<file path="config.mk">
export PLATFORM = sky130hd
export DESIGN_NAME = uplink_packet_decoder
export DESIGN_NICKNAME = d
export VERILOG_FILES = /design/src/rtl/uplink_pkg.sv /design/src/rtl/uplink_dewhitener.sv /design/src/rtl/uplink_packet_decoder.sv
export SDC_FILE = /design/constraint.sdc
export NUM_CORES = 1
export LEC_CHECK = 0
export CORE_MARGIN = 5
export CORE_UTILIZATION = 57
export DETAILED_ROUTE_END_ITERATION = 6
export HOLD_SLACK_MARGIN = 0.1
export PLACE_DENSITY_LB_ADDON = 0.1
export RECOVER_POWER = 50
export SETUP_SLACK_MARGIN = 0.15
export SLEW_MARGIN = 20
export SYNTH_ARGS = -nofsm -noshare
export SYNTH_HDL_FRONTEND = slang
export SYNTH_SLANG_ARGS = --single-unit
</file>
<file path="constraint.sdc">
create_clock -name clock -period 3.9 [get_ports clock]
set_input_delay 1.17 -clock clock [delete_from_list [all_inputs] [get_ports clock]]
set_output_delay 1.17 -clock clock [all_outputs]
set_load 0.03 [all_outputs]
</file>
<file path="src/rtl/uplink_pkg.sv">
// uplink_pkg: constants, state enum and CRC helper shared by the uplink transmit and receive chains
package uplink_pkg;
  localparam logic [15:0] SYNC_WORD = 16'hD391;
  localparam logic [6:0] LFSR_SEED = 7'h7F;
  localparam int LFSR_TAP_HI = 6;
  localparam int LFSR_TAP_LO = 3;
  localparam logic [7:0] CRC8_POLY = 8'h07;
  typedef enum logic [1:0] {HUNT, PAYLOAD, CRC} state_t;
  function automatic logic [7:0] crc8_step(input logic [7:0] crc, input logic b);
    return {crc[6:0], 1'b0} ^ ((crc[7] ^ b) ? CRC8_POLY : 8'h00);
  endfunction
endpackage

</file>
<file path="src/rtl/uplink_dewhitener.sv">
// uplink_dewhitener: x^7+x^4+1 Fibonacci whitening LFSR with load/advance and XOR output
module uplink_dewhitener
  import uplink_pkg::*;
#(
  parameter logic [6:0] SEED = LFSR_SEED
) (
  input  logic clock,
  input  logic reset,
  input  logic load,
  input  logic advance,
  input  logic din,
  output logic dout
);
  logic [6:0] lfsr;
  assign dout = din ^ lfsr[LFSR_TAP_HI];
  always_ff @(posedge clock) begin
    if (reset || load) lfsr <= SEED;
    else if (advance) lfsr <= {lfsr[5:0], lfsr[LFSR_TAP_HI] ^ lfsr[LFSR_TAP_LO]};
  end
endmodule

</file>
<file path="src/rtl/uplink_packet_decoder.sv">
// uplink_packet_decoder: DBPSK differential decode, sync hunt, dewhitening and byte assembly (CRC check with UPLINK_CRC_CHECK_EN)
module uplink_packet_decoder #(
  parameter logic [15:0] SYNC_WORD = uplink_pkg::SYNC_WORD,
  parameter int PAYLOAD_BYTES = 64,
  parameter logic [6:0] LFSR_SEED = uplink_pkg::LFSR_SEED
) (
  input  logic clock,
  input  logic reset,
  input  logic trigger,
  input  logic bit_valid,
  input  logic phase_bit,
  input  logic fifo_full,
  output logic [7:0] out_data,
  output logic fifo_we,
  output logic in_packet,
  output logic pkt_done,
`ifdef UPLINK_CRC_CHECK_EN
  output logic crc_ok,
`endif
  output logic overflow
);
  import uplink_pkg::*;
  state_t state;
  logic prev_phase, d, b, sync_hit, last, fin;
  logic [14:0] sync_sr;
  logic [15:0] sync_nx;
  logic [6:0] byte_sr;
  logic [7:0] byte_nx, byte_cnt;
  logic [2:0] bit_cnt;
  assign d = phase_bit ^ prev_phase;
  assign sync_nx = {sync_sr, d};
  assign sync_hit = state == HUNT && sync_nx == SYNC_WORD;
  assign byte_nx = {byte_sr, b};
  assign last = byte_cnt == 8'(PAYLOAD_BYTES - 1);
`ifdef UPLINK_CRC_CHECK_EN
  logic [7:0] crc;
  assign fin = state == CRC;
`else
  assign fin = last;
`endif
  uplink_dewhitener #(.SEED(LFSR_SEED)) dewhite (
    .clock(clock),
    .reset(reset),
    .load(trigger && bit_valid && sync_hit),
    .advance(trigger && bit_valid && state != HUNT),
    .din(d),
    .dout(b)
  );
  always_ff @(posedge clock) begin
    if (reset) begin
      state <= HUNT;
      prev_phase <= 1'b0;
      sync_sr <= '0;
      byte_sr <= '0;
      bit_cnt <= '0;
      byte_cnt <= '0;
      out_data <= '0;
      fifo_we <= 1'b0;
      in_packet <= 1'b0;
      pkt_done <= 1'b0;
      overflow <= 1'b0;
`ifdef UPLINK_CRC_CHECK_EN
      crc <= '0;
      crc_ok <= 1'b0;
`endif
    end else begin
      fifo_we <= 1'b0;
      pkt_done <= 1'b0;
`ifdef UPLINK_CRC_CHECK_EN
      crc_ok <= 1'b0;
`endif
      if (!trigger) begin
        state <= HUNT;
        in_packet <= 1'b0;
        prev_phase <= 1'b0;
        sync_sr <= '0;
        byte_sr <= '0;
        bit_cnt <= '0;
      end else if (bit_valid) begin
        prev_phase <= phase_bit;
        if (state == HUNT) begin
          sync_sr <= sync_nx[14:0];
          if (sync_hit) begin
            state <= PAYLOAD;
            in_packet <= 1'b1;
            bit_cnt <= '0;
            byte_cnt <= '0;
`ifdef UPLINK_CRC_CHECK_EN
            crc <= '0;
`endif
          end
        end else begin
          byte_sr <= byte_nx[6:0];
          bit_cnt <= bit_cnt + 3'd1;
`ifdef UPLINK_CRC_CHECK_EN
          if (state == PAYLOAD) crc <= crc8_step(crc, b);
`endif
          if (bit_cnt == 3'd7) begin
            if (state == PAYLOAD) begin
              out_data <= byte_nx;
              fifo_we <= !fifo_full;
              overflow <= overflow | fifo_full;
              byte_cnt <= byte_cnt + 8'd1;
            end
            // sync_sr starts clean so tail bits of this packet cannot fake a sync
            if (fin) begin
              pkt_done <= 1'b1;
              in_packet <= 1'b0;
              state <= HUNT;
              sync_sr <= '0;
`ifdef UPLINK_CRC_CHECK_EN
              crc_ok <= byte_nx == crc;
            end else if (last) begin
              state <= CRC;
`endif
            end
          end
        end
      end
    end
  end
endmodule

</file>
# After elaboration in Yosys (flattened, before gate mapping)
# Cells that the tools add are included.
dict set report word_totals {
  word_cells 66
  out_inout_bits 12
  regBits 55
}
dict set report classes {
  n_addsub 2
  bitwise_logic 9
  eq_ne 5
  reduce_logical 20
  muxes 18
}
# operator count
set ops {}
lappend ops {{2-to-1 mux 15 bit} 3}
lappend ops {{2-to-1 mux 8 bit} 4}
lappend ops {{== test 16 bit, second input constant} 1}
lappend ops {{AND reduction 5 bit} 2}
lappend ops {{adder 8 x 1 -> 8 bit, second input constant} 1}
lappend ops {{== test 8 x 6 -> 1 bit, second input constant} 1}
lappend ops {{2-to-1 mux 2 bit} 4}
lappend ops {{nonzero test 2 bit} 4}
lappend ops {{2-to-1 mux 3 bit} 2}
lappend ops {{OR reduction 6 bit} 1}
lappend ops {{2-to-1 mux 1 bit} 5}
lappend ops {{inverter 1 bit} 5}
lappend ops {{OR reduction 5 bit} 1}
lappend ops {{logical AND 1 bit} 4}
lappend ops {{AND reduction 2 bit} 2}
lappend ops {{AND reduction 4 bit} 1}
lappend ops {{adder 3 x 1 -> 3 bit, second input constant} 1}
lappend ops {{== test 3 bit, second input constant} 1}
lappend ops {{AND reduction 3 bit} 1}
lappend ops {{bitwise XOR 1 bit} 3}
lappend ops {{== test 2 x 1 -> 1 bit, second input constant} 1}
lappend ops {{zero test 2 bit} 1}
lappend ops {{inequality test 2 bit, second input constant} 1}
lappend ops {{OR reduction 2 bit} 1}
lappend ops {{3 further kinds} 3}

# Logic depth before layout (Yosys ltp)
dict set report depth {
  word_depth 5
  mapped_depth 7
}

# Hierarchy
# A second synthesis with hierarchy kept.
dict set report unflattened {
  cells_unflattened 227
  area_unflattened_um2 2157.1
}
# module seq_area_each_um2 instances area_each_um2 cells_per_inst
set modules_own_cells {}
lappend modules_own_cells {uplink_packet_decoder 920.9 1 1871.8 202}
lappend modules_own_cells {uplink_dewhitener 140.1 1 285.3 25}

# Worst setup path after synthesis
# OpenSTA, ideal clock, no wires.
dict set report synth_path {
  path_kind {in2reg}
  startpoint {input port bit_valid}
  endpoint {register dewhite.lfsr[1]}
  path_stages 5
  setup_slack_ps 1619
  required_time_ps 3773
  arrival_time_ps 2154
  path_buffers 1
  setup_time_ps 127
  cell_sequence {buf_6 and2_4 nand2_4 mux2_2 or3_1}
}
dict set report synth_between {
  elab_chain_cells 3
  word_cells_on_any_way 4
}
# element line_no
set synth_rtl {}
lappend synth_rtl {{start: declaration} uplink_packet_decoder.sv:10} ;# input logic bit_valid,
lappend synth_rtl {{logical AND 1 bit *} {uplink_packet_decoder.sv:44, uplink_packet_decoder.sv:45}}
lappend synth_rtl {{logical AND 1 bit} uplink_packet_decoder.sv:44} ;# .load(trigger && bit_valid && sync_hit),
lappend synth_rtl {{logical OR 1 bit} uplink_dewhitener.sv:17} ;# if (reset || load) lfsr <= SEED;
lappend synth_rtl {{end signal: assignment} uplink_dewhitener.sv:18} ;# else if (advance) lfsr <= {lfsr[5:0], lfsr[LFSR_TAP_HI] ^ lfsr[LFSR_TAP_LO]};
lappend synth_rtl {{end: declaration} uplink_dewhitener.sv:14} ;# logic [6:0] lfsr;
# Mark *: on every way between the ends. The rest lies on a longest branch, timed or not.
# A chain may end at the register's enable or synchronous reset.

# Final worst setup path
# Ends and elaborated chain as after synthesis.

==> metrics <==
Netlist cell types 42; Vias per Instance 5.675; clk root buf clkbuf_8; Routed WL 3959 um; I/O pin count 18; Synth area leaders dfxtp_1, nand2_1, a22o_1, a21oi_1, mux2_2; cell total after placement 295; Worst-Skew Late Latency 0.30 ns; critical-path cell list dlygate4sd3_1 -> and2_0 -> nand2_4 -> mux2_2 -> or3_1; Worst setup SP type primary input; setup slack, reg-to-reg 1.68 ns; fmax 0.3201 GHz; Synthesis Warnings 0; sequential fraction of the synthesis area 47.59%; CTS tree done; fin crit share 80.10%; die height 72.55 um; final hold violations 0; most frequent cells in the layout dfxtp_1, nand2_1, a21oi_1; CP peak stage delay 0.78 ns; IR drop worst, VDD 0.0002232 V; average cell area after synthesis 9.175 um2; setup bufs post-CTS 0; Leak 0.0008718 uW; Syn Inst Count 243; R2R depth 7; Largest delay share family, worst path simple AND/OR/NAND/NOR gates; post-route ant nets 0; reg2reg end byte_cnt[6]$_SDFFE_PP0P_; final net count 263; CTS H-tree lvls 2; setup total negative slack 0 ns; Worst slew margin 36.14%; die area 5263 um2; fin cells 302; post-synth top area share 47.59%; Crit Path Max Fanout 12; commonest non-fill, non-tap cell in the layout dfxtp_1; number of CTS-inserted buffers 5; IO Port Bufs 17; Worst path slowest cell dlygate4sd3_1; Hold Path Depth 2; top cell type by total area after synthesis dfxtp_1; Hold EP out_data[1]$_SDFFE_PP0P_; Final HPWL DP 2720 um; synthesized flop and latch total 53; starting density of the core 60.00%; Area Overhead vs Synth 11.05%; GRT Total Usage 16.83%; Worst-Margin Slew 0.9579 ns; Max-Cap Viols 0; TritonRoute pass-1 iters 4; Setup Skew 0.007807 ns; CP bufs+invs 1; FP Rows 22; setup violators final 0; syn_nets 252; crit path DAT 3.31 ns; vias in the first global route 1624; CP Capture Type flip-flop; die span in x 72.55 um; number of synthesized flops with an enable pin 0; total gr overflow 0; outcome finished clean; Hold Buf Count CTS 0; global placement routability congestion 0.7525; initial drt markers 90; share of cells above drive strength 1 7.087%; CTS sink cnt 53; Worst EP required 4.08 ns; post-layout minimum cycle time 3.124 ns; WL/cell 13.11 um; PD cells 353.7 nW/um2; Main synth FF type dfxtp_1; largest net degree at the start of global routing 38; Worst-path clk slew 0.09 ns; Vias 1714; Remaining DRCs 0; fin. max-slew vios 0; core box area 3716 um2; FF-to-FF Start bit_cnt[0]$_SDFFE_PP0P_; Synth async-reset ratio 0%; Synth Cell Area 2230 um2; RSZ-0062 raised after global routing no; initial antenna violation count 0; hold path start out_data[1]$_SDFFE_PP0P_; critical path class primary input to flip-flop; post-CTS resize count 0; first-pass GRT wire length 7148 um; maximum root-to-sink buffer count 2; Hold Crit Class flip-flop to flip-flop; Antenna diodes 0
power by group:
part           internal [uW]  total (uW)  switching [uW]
sequential               541         542           0.708
combinational           8.86        26.5            17.7
clock                    141         307             167
layer usage:
layer,track usage [%],wire (um),up-vias
met5,0,0,-
met4,4.508,49,0
met3,4.571,161,6
met2,28.16,1797,24
met1,21.32,1950,792
li1,-,-,892
worst reg2reg max path: stages, from the launching register on:
cell and delay [ns]:
dfxtp_1 0.34, ha_1 0.20, ha_1 0.22, nand4_1 0.18, clkbuf_1 0.74, nor4_1 0.11
a31oi_1 0.18, o21ai_0 0.10
stage by stage:
step / total power (uW) / setup slack [ns] / area [um2] / hold slack [ns] / util, %
6_report: 875.7 / 0.7759 / 2476 / 0.4568 / 66.63
3_5_place_dp: 582.3 / 0.8475 / 2392 / 0.4512 / 64.38
4_1_cts: 881.5 / 1.030 / 2482 / 0.4638 / 66.80
5_1_grt: 909.5 / 0.6180 / 2476 / 0.4785 / 66.63
2_1_floorplan: 573.6 / 1.619 / 2230 / 0.4322 / -
3_3_place_gp: 582.1 / 0.8810 / 2392 / 0.4410 / 64.38
worst max path at each step:
stage | start | end | slack (ns) | cells after the start
after floorplan | bit_valid | dewhite.lfsr[1]$_SDFFE_PP1P_ | 1.62 | 5
after global placement | phase_bit | byte_cnt[0]$_SDFFE_PP0P_ | 0.88 | 5
after detailed placement | trigger | sync_sr[0]$_SDFFE_PP0P_ | 0.85 | 4
after CTS | in_packet$_SDFFE_PP0P_ | in_packet | 1.03 | 1
after global routing | bit_valid | out_data[6]$_SDFFE_PP0P_ | 0.62 | 5
final | bit_valid | dewhite.lfsr[1]$_SDFFE_PP1P_ | 0.78 | 5
layout make-up:
| cell class | instances | area (um2) |
|---|---|---|
| clock inverter | 1 | 7.507 |
| timing repair buffer | 19 | 181.4 |
| fill | 322 | 1240 |
| inverter | 3 | 11.26 |
| multi-input combinational | 172 | 1072 |
| clock buffer | 6 | 82.58 |
| tap | 48 | 60.06 |
| sequential | 53 | 1061 |
cells by family (layout without fill, tap and decap cells):
logic type	Yosys count	after routing	synth area share (%)
simple gates	103	103	24.64
fa+ha+maj	3	3	1.684
compound gates	54	54	16.33
flops	53	53	47.59
mux	9	9	4.377
buf+inv	18	29	4.209
xor+xnor	3	3	1.179
registers in the layout, summed over array words and instances, names as in the netlist:
signal        cells
bit_cnt           3
byte_cnt          8
byte_sr           7
dewhite.lfsr      7
fifo_we           1
in_packet         1
out_data          8
overflow          1
pkt_done          1
prev_phase        1
sync_sr          15
Yosys cell counts, types with 4 or more instances:
cell type and n:
a31oi_1 7, or3_1 7, and3_1 4, nor3_1 8
o21ai_0 6, nand3b_1 7, mux2_2 6, a22o_1 15
nor2_1 11, clkbuf_1 6, a21oi_1 17, nand2_1 39
dfxtp_1 53, buf_2 6, nand3_1 5
No activity file was read; power rests on OpenSTA's default activity.
==> RTL change 1: new RTL, same flow settings <==
The option `UPLINK_CRC_CHECK_EN` is turned on by a define.
--- a/src/rtl/uplink_packet_decoder.sv
+++ b/src/rtl/uplink_packet_decoder.sv
@@ -1,3 +1,5 @@
 // uplink_packet_decoder: DBPSK differential decode, sync hunt, dewhitening and byte assembly (CRC check with UPLINK_CRC_CHECK_EN)
+`define UPLINK_CRC_CHECK_EN
+
 module uplink_packet_decoder #(
   parameter logic [15:0] SYNC_WORD = uplink_pkg::SYNC_WORD,
Behaviour (old outputs only; new: crc_ok): same outputs for any inputs over 10 cycles, from zero or initial values and one cycle with reset high; that may be too few to reach the edited logic, so the function may still have changed.
==> RTL change 1 against the unedited design <==
  * Synthesized cell count is 33% higher
  * Sequential share of layout area is 3.0 points lower
  * Non-clock buffer count is 3 higher
  * Via count is 33% higher
  * Power is 40% higher
  * Worst setup slack worse by 0.057 ns
  * Routed wire length is 48% higher
  * Clock power is 72% higher
  * Sequential cell count is 11 higher
  * Design area is 30% higher
  * Cell count is 36% higher
  * Synthesized area is 27% higher
  * Largest power group unchanged
  * Highest routed layer unchanged
==> RTL change 1: results (changes against the unedited design) <==
Yosys
In the post-synthesis netlist, the biggest area contributors are dfxtp_1 45%, nand2_1 7.7%, a21oi_1 6.4%. The adder-cell share of the synthesized area is 1.33% (-0.36 points). The post-synthesis compound-gate area fraction is 14.9% (-1.5 points).

The fraction of synthesis flops using an asynchronous set or reset pin is 0% (unchanged). Counting instances in the post-synthesis netlist gives the leading cell types as 64 x dfxtp_1, 58 x nand2_1, 36 x a21oi_1. The multiplexer share of the synthesized area is 1.77% (-2.6 points). The total of warnings raised by yosys came to 0 (unchanged). The sequential element share of the synthesized area is 45.3% (-2.3 points). The XOR/XNOR share of the synthesized area is 5.17% (+4.0 points). The main flop type after synthesis is dfxtp_1. The post-synth net total came to 333 (+32%). The number of unique standard cell types used by synthesis was 54 (+29%).

Finish
The number of filler cells placed in the layout is 403 (+25%). The ratio of cells with drive above 1 in the final layout is 7.00% (-0.090 points). The most flop-heavy register is sync_sr. The number of antenna repair diodes is 0 (unchanged). The number of flip-flops under the largest register name is 15 (unchanged).

The final layout net count is 347 (+32%).

Worst hold path
The type of the most critical hold path is reg2reg. The launch point of the worst hold path is in_packet$_SDFFE_PP0P_.

Global route
The total routing usage reported by global routing was 20.9% (+4.0 points). The maximum number of pins on one net before global-route repair came to 28 (-26%). The global-route wire length before repair is 10,400 um (+46%). The number of global-route vias before repair is 2,213 (+36%). The number of antenna violations at the first check in global routing was 0 (unchanged).

Critical path
The launch point of the worst path is bit_valid. The critical path arrival is 3.45 ns (+0.14 ns). The top cell family by delay on the critical path is buffers and inverters.

The startpoint of the worst-slack reg-to-reg timing path is state[0]$_SDFFE_PP0P_. On the critical path, the stage with the largest delay is an instance of clkbuf_1. The stage delay of the slowest cell on the critical path is 0.64 ns (-0.14 ns).

The top fanout value on the critical path is 22 (+10).

Clocking
The number of buffers on the longest clock path is 2 (unchanged). The post-cts resize count is 0 (unchanged). The clock-pin slew reported for the worst setup and hold paths after clock tree synthesis came to 0.07 ns (-0.02 ns).

The CTS root buffer is clkbuf_8. The H-tree depth is 3 (+1). The clock latency on the worst-skew pair is 0.33 ns (+0.03 ns). The CTS buffer count was 9 (+4). The total setup buffers inserted after CTS is 0 (unchanged).

Placed design
The count of buffers from port buffering was 18 (+1). The post-placement setup slack was 0.733 ns (-0.114 ns). The post-detailed-placement half-perimeter wirelength is 3950 um (+45%). The final weighted congestion in routability-driven placement came to 0.825 (+9.7%).

Timing
The largest clock skew in the final design came to 0.00770 ns (-0.000106 ns). The total negative slack came to 0 ns (unchanged). The number of hold violations in the final report is 0 (unchanged).

The worst slew slack as a fraction of its limit was 45.5% (+9.4 points).

Pwr
The leakage dissipation is 1.18 nW (+36%). The worst supply voltage drop on vdd was 0.268 mV (+20%). The net switching power is 0.272 mW (+47%).

Drt
The first-iteration detailed-routing DRC count is 117 (+30%). The detailed-routing iteration count for the pre-antenna-repair pass came to 4 (unchanged). The post-detailed-route via-to-cell ratio is 5.57 (-1.8%).

The final routed wirelength across all metal layers is 5860 um (+48%).

Status
The flow ran to the end, and the final reports show no timing, DRC or antenna violations.
[RTL change 1: logic make-up after synthesis]
kind of cell,count (synthesis)
AND/OR/NAND/NOR,143
AO/OA/AOI/OAI,68
flip-flops,64
buffers and inverters,27
XOR/XNOR,14
multiplexers,5
adder cells (fa/ha/maj),3
[RTL change 1: final timing paths]
check / end / slack, ns / cells after the start
worst min register to register: in_packet$_SDFFE_PP0P_ / 0.45 / 2
worst min-delay path: in_packet$_SDFFE_PP0P_ / 0.45 / 2
worst max register to register: byte_cnt[3]$_SDFFE_PP0P_ / 1.64 / 4
worst max-delay path: crc[0]$_SDFFE_PP0P_ / 0.72 / 6
[RTL change 1: layer usage]
layer | share of wire (%) | GRT usage [%]
met1 | 50 | 28.1
met2 | 44 | 31.7
met3 | 4.0 | 3.81
met4 | 2.0 | 10.8
met5 | 0 | 0
[RTL change 1: stage by stage]
stage | instances | instance area [sq um]
2_1_floorplan | 324 | 2830
3_3_place_gp | 394 | 3030
3_5_place_dp | 394 | 3030
4_1_cts | 410 | 3220
5_1_grt | 410 | 3210
6_report | 410 | 3210
[RTL change 1: power groups by stage]
stage | Sequential, mW | Clock (mW) | Combinational [mW]
after floorplan | 0.670 | 0 | 0.0282
after global placement | 0.670 | 0 | 0.0425
after detailed placement | 0.670 | 0 | 0.0427
after CTS | 0.655 | 0.537 | 0.0429
after global routing | 0.655 | 0.569 | 0.0464
final | 0.655 | 0.527 | 0.0425
[RTL change 1: area by class of cell]
type	count	area, sq um	area share [%]
clock inverter	2	12.5	0.390
inverter	8	30.0	0.935
timing repair buffer	22	206	6.43
sequential	64	1280	39.9
tap	67	83.8	2.61
multi-input combinational	233	1430	44.4
clock buffer	14	173	5.38
==> RTL change 2: new RTL, same settings <==
Made on the original files. The 3 states of `state_t` get a one-hot encoding in 3 bits.
--- a/src/rtl/uplink_pkg.sv
+++ b/src/rtl/uplink_pkg.sv
@@ -6,5 +6,5 @@
   localparam int LFSR_TAP_LO = 3;
   localparam logic [7:0] CRC8_POLY = 8'h07;
-  typedef enum logic [1:0] {HUNT, PAYLOAD, CRC} state_t;
+  typedef enum logic [2:0] {HUNT = 3'b001, PAYLOAD = 3'b010, CRC = 3'b100} state_t;
   function automatic logic [7:0] crc8_step(input logic [7:0] crc, input logic b);
     return {crc[6:0], 1'b0} ^ ((crc[7] ^ b) ? CRC8_POLY : 8'h00);
Behaviour: no difference found for any inputs over 10 cycles, from zero or initial values and one cycle with reset high; not proved beyond that.
==> RTL change 2 against the unedited design <==
  * Global-route usage up 0.41 points
  * Via count is 2.7% lower
  * Power rose by 6.2%
  * Synthesized area decreased by 1.9%
  * Clock power increased by 13%
  * Design area unchanged
  * Critical path type unchanged
  * Routed wire length down 0.30%
  * Sequential cell count increased by 1
  * Worst setup slack better by 0.11 ns
  * Worst hold slack worse by 0.0034 ns
  * Sequential power rose by 2%
  * Maximum frequency grew 3.8%
  * Die area shrank 1.6%
==> RTL change 2: results (changes against the unedited design) <==
Global route
The number of global-route vias before repair is 1,581 (-2.6%). The maximum number of pins on one net before global-route repair was 21 (-45%). The global-route wire length before repair came to 7250 um (+1.4%).

The total routing usage reported by global routing is 17.2% (+0.41 points).

Critical path
Tracing the worst setup path back leads to its startpoint at phase_bit. The critical path arrival is 3.25 ns (-0.06 ns). The depth of the most critical reg-to-reg path was 5 (-2). Following the worst setup path forward leads to its endpoint at byte_cnt[7]$_SDFFE_PP0P_. The stage delay of the slowest cell on the critical path was 0.57 ns (-0.21 ns). The flop-to-flop setup slack is 1.73 ns (+0.05 ns).

Yosys
The sequential element share of the synthesized area came to 49.4% (+1.8 points). The cell count after synthesis is 233 (-4.1%). In the post-synthesis netlist, the biggest area contributors are dfxtp_1 49%, nand2_1 6.7%, a21oi_1 6.4%.

The number of unique standard cell types used by synthesis is 47 (+12%). Counting instances in the post-synthesis netlist gives the leading cell types as 54 x dfxtp_1, 39 x nand2_1, 28 x a21oi_1.

Timing
The largest clock skew in the final design was 0.00577 ns (-0.00204 ns). The smallest hold slack is 0.453 ns (-0.00336 ns).

Drt
The post-detailed-route via-to-cell ratio was 5.58 (-1.8%). The first-iteration detailed-routing DRC count came to 92 (+2.2%).

Pwr
The share of total power consumed by net switching is 20.2% (-0.93 points).

Finish
The ratio of cells with drive above 1 in the final layout is 7.57% (+0.48 points). The final layout net count was 261 (-0.76%). The non-filler instance count after layout is 299 (-0.99%).

Status
The run finished with clean final reports.

Placed design
The final weighted congestion in routability-driven placement is 0.707 (-6.1%).
==> RTL change 2: cell types whose count changed in the layout (fill, tap and decap cells not counted), sizes merged, moves of 4 or more <==
cell / unedited run / this run
mux2: 6 / 0
nor3: 9 / 2
nor2: 11 / 15
o21bai: 0 / 6
nand3b: 7 / 1
a21oi: 17 / 29
==> RTL change 2: layout make-up <==
| class | count | area (sq um) |
|---|---|---|
| Sequential cell | 54 | 1080 |
| Fill cell | 311 | 1210 |
| Inverter | 3 | 11.3 |
| Multi-Input combinational cell | 166 | 1020 |
| Tap cell | 48 | 60.1 |
| Clock buffer | 8 | 110 |
| Timing Repair Buffer | 20 | 189 |
==> RTL change 2: per-layer routing <==
layer,share of wire (%),global-route usage (%),up-vias
li1,-,-,873
met1,51,24.5,766
met2,45,26.4,22
met3,3.3,4.16,6
met4,1.3,4.38,0
met5,0,0,-
==> RTL change 2: cells by family after synthesis <==
group                    Yosys count  synth area share, %
buffers and inverters             13                 2.86
multiplexers                       2                0.915
AO/OA/AOI/OAI                     72                 22.0
flip-flops                        54                 49.4
adder cells (fa/ha/maj)            5                 2.86
AND/OR/NAND/NOR                   84                 19.9
XOR/XNOR                           3                 2.06
==> RTL change 2: critical path: cells and delay by family <==
kind,cells,cell delay [ns]
AND/OR/NAND/NOR,2,0.98
AO/OA/AOI/OAI,2,0.31
XOR/XNOR,1,0.22
buffers and inverters,1,0.57
==> RTL change 2: power groups by stage <==
stage,clock network [mW],registers (mW),logic (mW)
finish,0.347,0.552,0.0307
global route,0.381,0.553,0.0337
CTS,0.356,0.553,0.0330
global placement,0,0.566,0.0330
detailed placement,0,0.565,0.0328
floorplan,0,0.565,0.0211
